### src/rtl/demux14_reg_if.sv
// demux14_reg_if
// Bundles the source handshake, the per-channel consumer signals and the
// status outputs of demux14_reg.
//   master : source / consumer side (drives din, sel, auto, in_valid, clr,
//            out_ack; observes in_ready, f0..f3, fresh, ptr, overrun)
//   slave  : the demultiplexer itself
interface demux14_reg_if #(
  parameter int DATA_LEN = 2
);
  logic [DATA_LEN-1:0] din;
  logic [1:0]          sel;
  logic                auto;
  logic                in_valid;
  logic                in_ready;
  logic                clr;
  logic [3:0]          out_ack;
  logic [DATA_LEN-1:0] f0;
  logic [DATA_LEN-1:0] f1;
  logic [DATA_LEN-1:0] f2;
  logic [DATA_LEN-1:0] f3;
  logic [3:0]          fresh;
  logic [1:0]          ptr;
  logic                overrun;

  modport master (
    output din, sel, auto, in_valid, clr, out_ack,
    input  in_ready, f0, f1, f2, f3, fresh, ptr, overrun
  );

  modport slave (
    input  din, sel, auto, in_valid, clr, out_ack,
    output in_ready, f0, f1, f2, f3, fresh, ptr, overrun
  );
endinterface

### src/rtl/demux14_reg.sv
// demux14_reg
// Registered 1-to-4 demultiplexer. One DATA_LEN-bit word is accepted per
// valid/ready handshake and stored in the channel chosen by sel (auto = 0)
// or by the round-robin pointer ptr (auto = 1). Each channel has a fresh
// flag that the consumer clears with out_ack; a fresh, un-acked target
// channel holds off the source.
// Ports:
//   clk  : clock, rising edge
//   rst  : asynchronous active-high reset
//   bus  : demux14_reg_if.slave (din, sel, auto, in_valid, in_ready, clr,
//          out_ack, f0..f3, fresh, ptr, overrun)
// Optional build macro:
//   DEMUX14_OVERWRITE_EN : removes back-pressure; writing a fresh, un-acked
//                          channel overwrites it and sets the sticky overrun.
//                          Without it, overrun is tied low.
module demux14_reg #(
  parameter int DATA_LEN = 2
) (
  input  logic          clk,
  input  logic          rst,
  demux14_reg_if.slave  bus
);

  logic [DATA_LEN-1:0] r_chan [4];
  logic [3:0]          r_fresh;
  logic [1:0]          r_ptr;

  logic [1:0]          w_tgt;
  logic                w_ready;
  logic                w_accept;
  logic [3:0]          w_wrMask;
  logic [3:0]          w_freshNext;

  // Target selection and handshake. Ready never looks at din or in_valid,
  // so the source may wait for ready before raising valid.
  always_comb begin
    w_tgt = bus.auto ? r_ptr : bus.sel;
`ifdef DEMUX14_OVERWRITE_EN
    w_ready = !bus.clr;
`else
    w_ready = !bus.clr && (!r_fresh[w_tgt] || bus.out_ack[w_tgt]);
`endif
    w_accept = bus.in_valid && w_ready;
    w_wrMask = w_accept ? (4'b0001 << w_tgt) : 4'b0000;
    // A write to a channel wins over its ack: the ack consumed the old word.
    w_freshNext = (r_fresh & ~bus.out_ack) | w_wrMask;
  end

  // Channel registers: only the target channel is written on accept.
  always_ff @(posedge clk or posedge rst) begin
    if (rst) begin
      for (int n = 0; n < 4; n++) r_chan[n] <= '0;
    end else if (bus.clr) begin
      for (int n = 0; n < 4; n++) r_chan[n] <= '0;
    end else if (w_accept) begin
      r_chan[w_tgt] <= bus.din;
    end
  end

  // Fresh flags and round-robin pointer.
  always_ff @(posedge clk or posedge rst) begin
    if (rst) begin
      r_fresh <= 4'b0000;
      r_ptr   <= 2'd0;
    end else if (bus.clr) begin
      r_fresh <= 4'b0000;
      r_ptr   <= 2'd0;
    end else begin
      r_fresh <= w_freshNext;
      if (w_accept && bus.auto) r_ptr <= r_ptr + 2'd1;
    end
  end

`ifdef DEMUX14_OVERWRITE_EN
  logic r_overrun;

  // Sticky flag: set when an accepted word lands on unconsumed data.
  always_ff @(posedge clk or posedge rst) begin
    if (rst) begin
      r_overrun <= 1'b0;
    end else if (bus.clr) begin
      r_overrun <= 1'b0;
    end else if (w_accept && r_fresh[w_tgt] && !bus.out_ack[w_tgt]) begin
      r_overrun <= 1'b1;
    end
  end

  assign bus.overrun = r_overrun;
`else
  assign bus.overrun = 1'b0;
`endif

  assign bus.in_ready = w_ready;
  assign bus.f0       = r_chan[0];
  assign bus.f1       = r_chan[1];
  assign bus.f2       = r_chan[2];
  assign bus.f3       = r_chan[3];
  assign bus.fresh    = r_fresh;
  assign bus.ptr      = r_ptr;

endmodule

### src/flat_wrapper.sv
// flat-port wrapper written by rule: the top's interface ports become plain ports
module demux14_reg_flat 
#(
  parameter int DATA_LEN = 2
)
  (clk, rst, bus_din, bus_sel, bus_auto, bus_in_valid, bus_clr, bus_out_ack, bus_in_ready, bus_f0, bus_f1, bus_f2, bus_f3, bus_fresh, bus_ptr, bus_overrun);
  demux14_reg_if #(.DATA_LEN(DATA_LEN)) bus_i ();
  input  logic clk;
  input  logic rst;
  input wire logic [$bits(bus_i.din)-1:0] bus_din;
  input wire logic [$bits(bus_i.sel)-1:0] bus_sel;
  input wire logic [$bits(bus_i.auto)-1:0] bus_auto;
  input wire logic [$bits(bus_i.in_valid)-1:0] bus_in_valid;
  input wire logic [$bits(bus_i.clr)-1:0] bus_clr;
  input wire logic [$bits(bus_i.out_ack)-1:0] bus_out_ack;
  output wire logic [$bits(bus_i.in_ready)-1:0] bus_in_ready;
  output wire logic [$bits(bus_i.f0)-1:0] bus_f0;
  output wire logic [$bits(bus_i.f1)-1:0] bus_f1;
  output wire logic [$bits(bus_i.f2)-1:0] bus_f2;
  output wire logic [$bits(bus_i.f3)-1:0] bus_f3;
  output wire logic [$bits(bus_i.fresh)-1:0] bus_fresh;
  output wire logic [$bits(bus_i.ptr)-1:0] bus_ptr;
  output wire logic [$bits(bus_i.overrun)-1:0] bus_overrun;
  assign bus_i.din = bus_din;
  assign bus_i.sel = bus_sel;
  assign bus_i.auto = bus_auto;
  assign bus_i.in_valid = bus_in_valid;
  assign bus_i.clr = bus_clr;
  assign bus_i.out_ack = bus_out_ack;
  assign bus_in_ready = bus_i.in_ready;
  assign bus_f0 = bus_i.f0;
  assign bus_f1 = bus_i.f1;
  assign bus_f2 = bus_i.f2;
  assign bus_f3 = bus_i.f3;
  assign bus_fresh = bus_i.fresh;
  assign bus_ptr = bus_i.ptr;
  assign bus_overrun = bus_i.overrun;
  demux14_reg #(.DATA_LEN(DATA_LEN)) u_core (.clk(clk), .rst(rst), .bus(bus_i));
endmodule
### config.mk
export PLATFORM = sky130hd
export DESIGN_NAME = demux14_reg_flat
export DESIGN_NICKNAME = d
export VERILOG_FILES = /design/src/rtl/demux14_reg_if.sv /design/src/rtl/demux14_reg.sv /design/src/flat_wrapper.sv
export SDC_FILE = /design/constraint.sdc
export NUM_CORES = 1
export LEC_CHECK = 0
export ABC_AREA = 1
export BUFFER_PORTS_ARGS = -buffer_cell sky130_fd_sc_hd__clkbuf_2
export CORE_UTILIZATION = 40
export CTS_CLUSTER_SIZE = 14
export DETAILED_ROUTE_END_ITERATION = 16
export GPL_ROUTABILITY_DRIVEN = 0
export PLACE_DENSITY = 0.75
export REMOVE_ABC_BUFFERS = 1
export SYNTH_ARGS = -nofsm -noshare
export SYNTH_HDL_FRONTEND = slang
export SYNTH_SLANG_ARGS = --single-unit
### constraint.sdc
create_clock -name clk -period 1.5 [get_ports clk]
set_input_delay 0.225 -clock clk [delete_from_list [all_inputs] [get_ports clk]]
set_output_delay 0.225 -clock clk [all_outputs]
set_load 0.01 [all_outputs]
## Yosys cells after proc, flatten, opt, wreduce, memory -nomap -nowiden

Cells that the tools add are included.

| cells by class | value |
|---|---|
| reductions and logical operators | 9 |
| $add $sub $neg | 1 |
| bitwise operators | 4 |
| muxes and demuxes | 14 |
| $lt $le $gt $ge | 3 |
| shifts and indexed selects | 1 |

Operator list:

| kind | number |
|---|---|
| $mux W8 | 2 |
| $bwmux W8 | 1 |
| $mux W2 | 4 |
| $mux W4 | 2 |
| $and A4 B4 Y4 | 1 |
| $bmux W1 S2 | 2 |
| $demux W2 S2 | 1 |
| $logic_and A1 B1 Y1 | 4 |
| $not A4 Y4 | 1 |
| $or A4 B4 Y4 | 1 |
| $reduce_bool A2 Y1 | 2 |
| $shl A1 B2 Y4 const A | 1 |
| $ge A3 B3 Y1 const B | 1 |
| $lt A2 B3 Y1 const B | 1 |
| $lt A3 B1 Y1 const B | 1 |
| $not A2 Y3 | 1 |
| $add A2 B1 Y2 const B | 1 |
| $logic_not A1 Y1 | 2 |
| $mux W1 | 2 |
| $logic_or A1 B1 Y1 | 1 |

| word-level totals | value |
|---|---|
| flip-flop bits (word level) | 14 |
| output and inout port bits | 16 |
| bits of input ports | 13 |
| logic and storage cells | 38 |

## Logic depth before layout (Yosys ltp)

| logic depth | value |
|---|---|
| word-level depth | 10 |
| depth in mapped cells | 12 |
| gate-level depth less buffers | 11 |

## Worst setup path before layout

No wires, ideal clock.

| timing | value |
|---|---|
| path kind | register to output |
| start | register u_core.r_ptr[0], in the netlist u_core.bus.ptr[0] |
| end | output bus_in_ready |
| path buffers | 1 |
| data arrival time | 1.168 ns |
| path slack | 0.107 ns |
| stages on the path, launching flop included | 10 |
| path through | dfrtp_1 inv_2 nand2_1 nand2_4 nand2_1 nand2_1 nand2_2 nand2_2 a21oi_2 buf_6 |

| on the way | value |
|---|---|
| word-level cells in the longest chain between the ends | 6 |
| elaborated cells on any way between the ends | 8 |
| classes of those cells | mux (5); reduce/logical (3) |

RTL lines:

| item | line | text |
|---|---|---|
| start: declaration | demux14_reg.sv:26 | `logic [1:0] r_ptr;` |
| start signal: assignment | demux14_reg.sv:70 | `if (w_accept && bus.auto) r_ptr <= r_ptr + 2'd1;` |
| $mux W2 (*) | demux14_reg.sv:37 | `w_tgt = bus.auto ? r_ptr : bus.sel;` |
| $bmux W1 S2 | demux14_reg.sv:41 | `w_ready = !bus.clr && (!r_fresh[w_tgt] \|\| bus.out_ack[w_tgt]);` |
| $mux W1 (implied by the code) | demux14_reg.sv:41 |  |
| $logic_not A1 Y1 | demux14_reg.sv:41 |  |
| $logic_or A1 B1 Y1 (*) | demux14_reg.sv:41 |  |
| $logic_and A1 B1 Y1 (*) | demux14_reg.sv:41 |  |
| end: declaration | flat_wrapper.sv:16 | `output wire logic [$bits(bus_i.in_ready)-1:0] bus_in_ready;` |

Every way passes the cells marked *; elsewhere a longest branch is shown, timed or not. The select of a mux whose other input is x is not followed.

## Worst setup path in the final report

Ends and elaborated chain as after synthesis.

==> metrics.csv <==
stage;metric;value;unit
drt;num_vias;919;
global_route;grt_pass1_wl;3.77;mm
worst_setup_path;cp-endpoint;bus_in_ready;
status;status;complete, but fails checks;
drt;avgRoutedWirePerCell;12.6;um
drt;drcViolationCount;0;
worst_setup_path;crit_chain;inv_2, nand2_2, nand2_4, nand2_2, nand2_2, nand2_2, nand2_4, a21oi_4, buf_6;
global_route;antenna_found_initial;0;
sta;timing.fmax;0.601;GHz
sta;finalHoldViolations;0;
worst_setup_path;r2r_cells;12;
final_layout;area_growth;34.6;%
clock_network;htreeDepth;1;
drt;wl_met1;915;um
final_layout;drive_above_1_share;44.7;%
power;power_leakage;0.678;nW
worst_setup_path;reg2reg_to;u_core.bus.f0[0];
floorplan;die_w;49.1;um
clock_network;cts_tree;yes;
floorplan;fp.dieArea;0.00241;mm2
clock_network;clock_sinks;14;
floorplan;rows;16;
floorplan;core_area;0.00202;mm2
sta;setup_violations;9;
final_layout;final_common_cell;clkbuf_2;
power;peakVddDrop;0.000479;V
floorplan;ioPinCount;29;
yosys;synth_warnings;0;
worst_setup_path;r2r_start;u_core.bus.ptr[0];
clock_network;clkSlewWorstSetupHoldPaths;90;ps
final_layout;diodes;0;
sta;drv_slew;0;
worst_setup_path;cp_num_cells;9;
drt;dr.pass1.iters;4;
worst_hold_path;min_path_cells;4;
worst_hold_path;hp-class;in2reg;
drt;viasPerCell;5.19;
sta;hold-worst-slack;214;ps
global_route;grtUsageTotal;20.3;%
sta;rsz0062_at_grt;true;
worst_setup_path;worstPathArrival;1440;ps
worst_setup_path;crit_required;1270;ps
yosys;synth-seq-cells;14;
sta;clock-skew-final;5.62;ps
yosys;yosysUniqueCellTypes;18;
worst_setup_path;path_class;reg2out;
sta;fin_crit;1660;ps
floorplan;die_h;49.1;um
sta;worst_slack;-163;ps
worst_setup_path;endpoint_kind;output port;
job;cap_violations;0;
placement;hpwl;1.59;mm
yosys;synthesis.area_per_instance;7.79;um2
worst_setup_path;cp-startpoint;u_core.bus.ptr[0];
final_layout;mostFrequentLayoutCells;clkbuf_2 (26), nand2_1 (19), nand4_1 (15);
worst_setup_path;crit_buf_inv;2;
status;violations;negative setup slack;
drt;wl_met3;134;um
worst_hold_path;hp-start;bus_out_ack[3];
global_route;grt.overflow.total;0;
power;power_density;755;mW/mm2
drt;routed_wl;2.24;mm
drt;dr_wl_met2;1.16;mm
drt;drt_iter0_drc;27;
final_layout;fin_nets;164;
sta;worst_slew_pin_slew;542;ps
floorplan;start_util;43.9;%
clock_network;cts_buffer_depth;2;
placement;dpl.cell_count;167;
yosys;synth_area;888;um2
worst_setup_path;worstSetupStartpointType;flop;
worst_setup_path;crit_fanout;5;
worst_setup_path;slowest_delay;420;ps
sta;relSlewSlack;63.9;%
clock_network;clockRootBuffer;clkbuf_4;
placement;placed_area;0.00105;mm2
placement;portBuffers;27;
sta;post-route-period-util;111;%
power;p_total;0.903;mW
worst_setup_path;reg2reg_slack;-50;ps
final_layout;final_area;0.00120;mm2
sta;finalSetupTns;-352;ps
worst_setup_path;crit_path_frequent_cell;nand2_2;
drt;topRoutingLayerUsed;met4;
drt;antenna_left;0;
global_route;grt_pass1_vias;856;
worst_setup_path;crit_family;flip-flops;
yosys;yosysSeqAreaShare;39.4;%
worst_setup_path;crit_path_top_delay_cell;dfrtp_1;
clock_network;numCtsBuffers;3;
clock_network;insertion_delay;280;ps
final_layout;instances_no_fill;177;
final_layout;post-route-util;59.2;%
yosys;syn_inst;114;
placement;pre_cts_ws;25.1;ps
global_route;grt_max_degree;16;
[worst min path at each step]
stage,to
after floorplan,u_core.bus.f0[0]
after global placement,u_core.bus.f0[0]
after detailed placement,u_core.bus.ptr[0]
after CTS,u_core.bus.fresh[3]
after global routing,u_core.bus.fresh[3]
final,u_core.bus.fresh[3]
[state kept, by name, summed over array words and instances, names as in the netlist]
signal	cells
u_core.bus.f1	2
u_core.bus.fresh	4
u_core.bus.ptr	2
u_core.bus.f3	2
u_core.bus.f2	2
u_core.bus.f0	2
[what timing repair did]
action | 4_1_cts | 5_1_grt
pin swaps | 9 | 6
resized for setup | 9 | 8
setup buffers | 5 | 0
endpoints found under the hold margin | 14 | 0
hold buffers | 1 | 0
endpoints found under the setup margin | 3 | 15
[final cells by class]
cell class                      instances  area [um2]
Clock buffer                            4        36.3
Fill cell                             201         826
Inverter                               13        53.8
Multi-Input combinational cell         81         492
Sequential cell                        14         350
Tap cell                               27        33.8
Timing Repair Buffer                   38         230
[worst reg2reg max path, delay by kind of cell, from the launching register on]
family	cells	cell delay (ps)
and+or+nand+nor	10	820
DFF	1	420
buffers and inverters	2	200
[cell families (layout without fill, tap and decap cells)]
| group | Yosys count | count (layout) | share of synthesized area (%) |
|---|---|---|---|
| AND/OR/NAND/NOR | 74 | 74 | 44.5 |
| buffers and inverters | 19 | 55 | 11.4 |
| flip-flops | 14 | 14 | 39.4 |
| AO/OA/AOI/OAI | 5 | 5 | 3.24 |
| other | 1 | 1 | 0.422 |
| XOR/XNOR | 1 | 1 | 0.986 |
[routing by layer]
metal,vias to the layer above,GRT usage (%)
li1,448,-
met1,427,25.5
met2,39,34.9
met3,5,3.12
met4,0,7.35
met5,-,0
[report_power, final]
group / switching [mW] / total [mW] / internal (mW)
Combinational: 0.140 / 0.228 / 0.0884
Clock: 0.127 / 0.275 / 0.148
Sequential: 0.0103 / 0.400 / 0.390
Total: 0.277 / 0.903 / 0.626
[cells in the mapped netlist, drive strengths merged]
library cell,n,area [um2]
inv,13,53.8
xor2,1,8.76
nand2,38,203
conb,1,3.75
dfrtp,14,350
nand4,15,93.8
buf,6,47.5
nand3,14,70.1
a21oi,5,28.8
nor2,7,28.8
(Power assumes the default switching activity.)
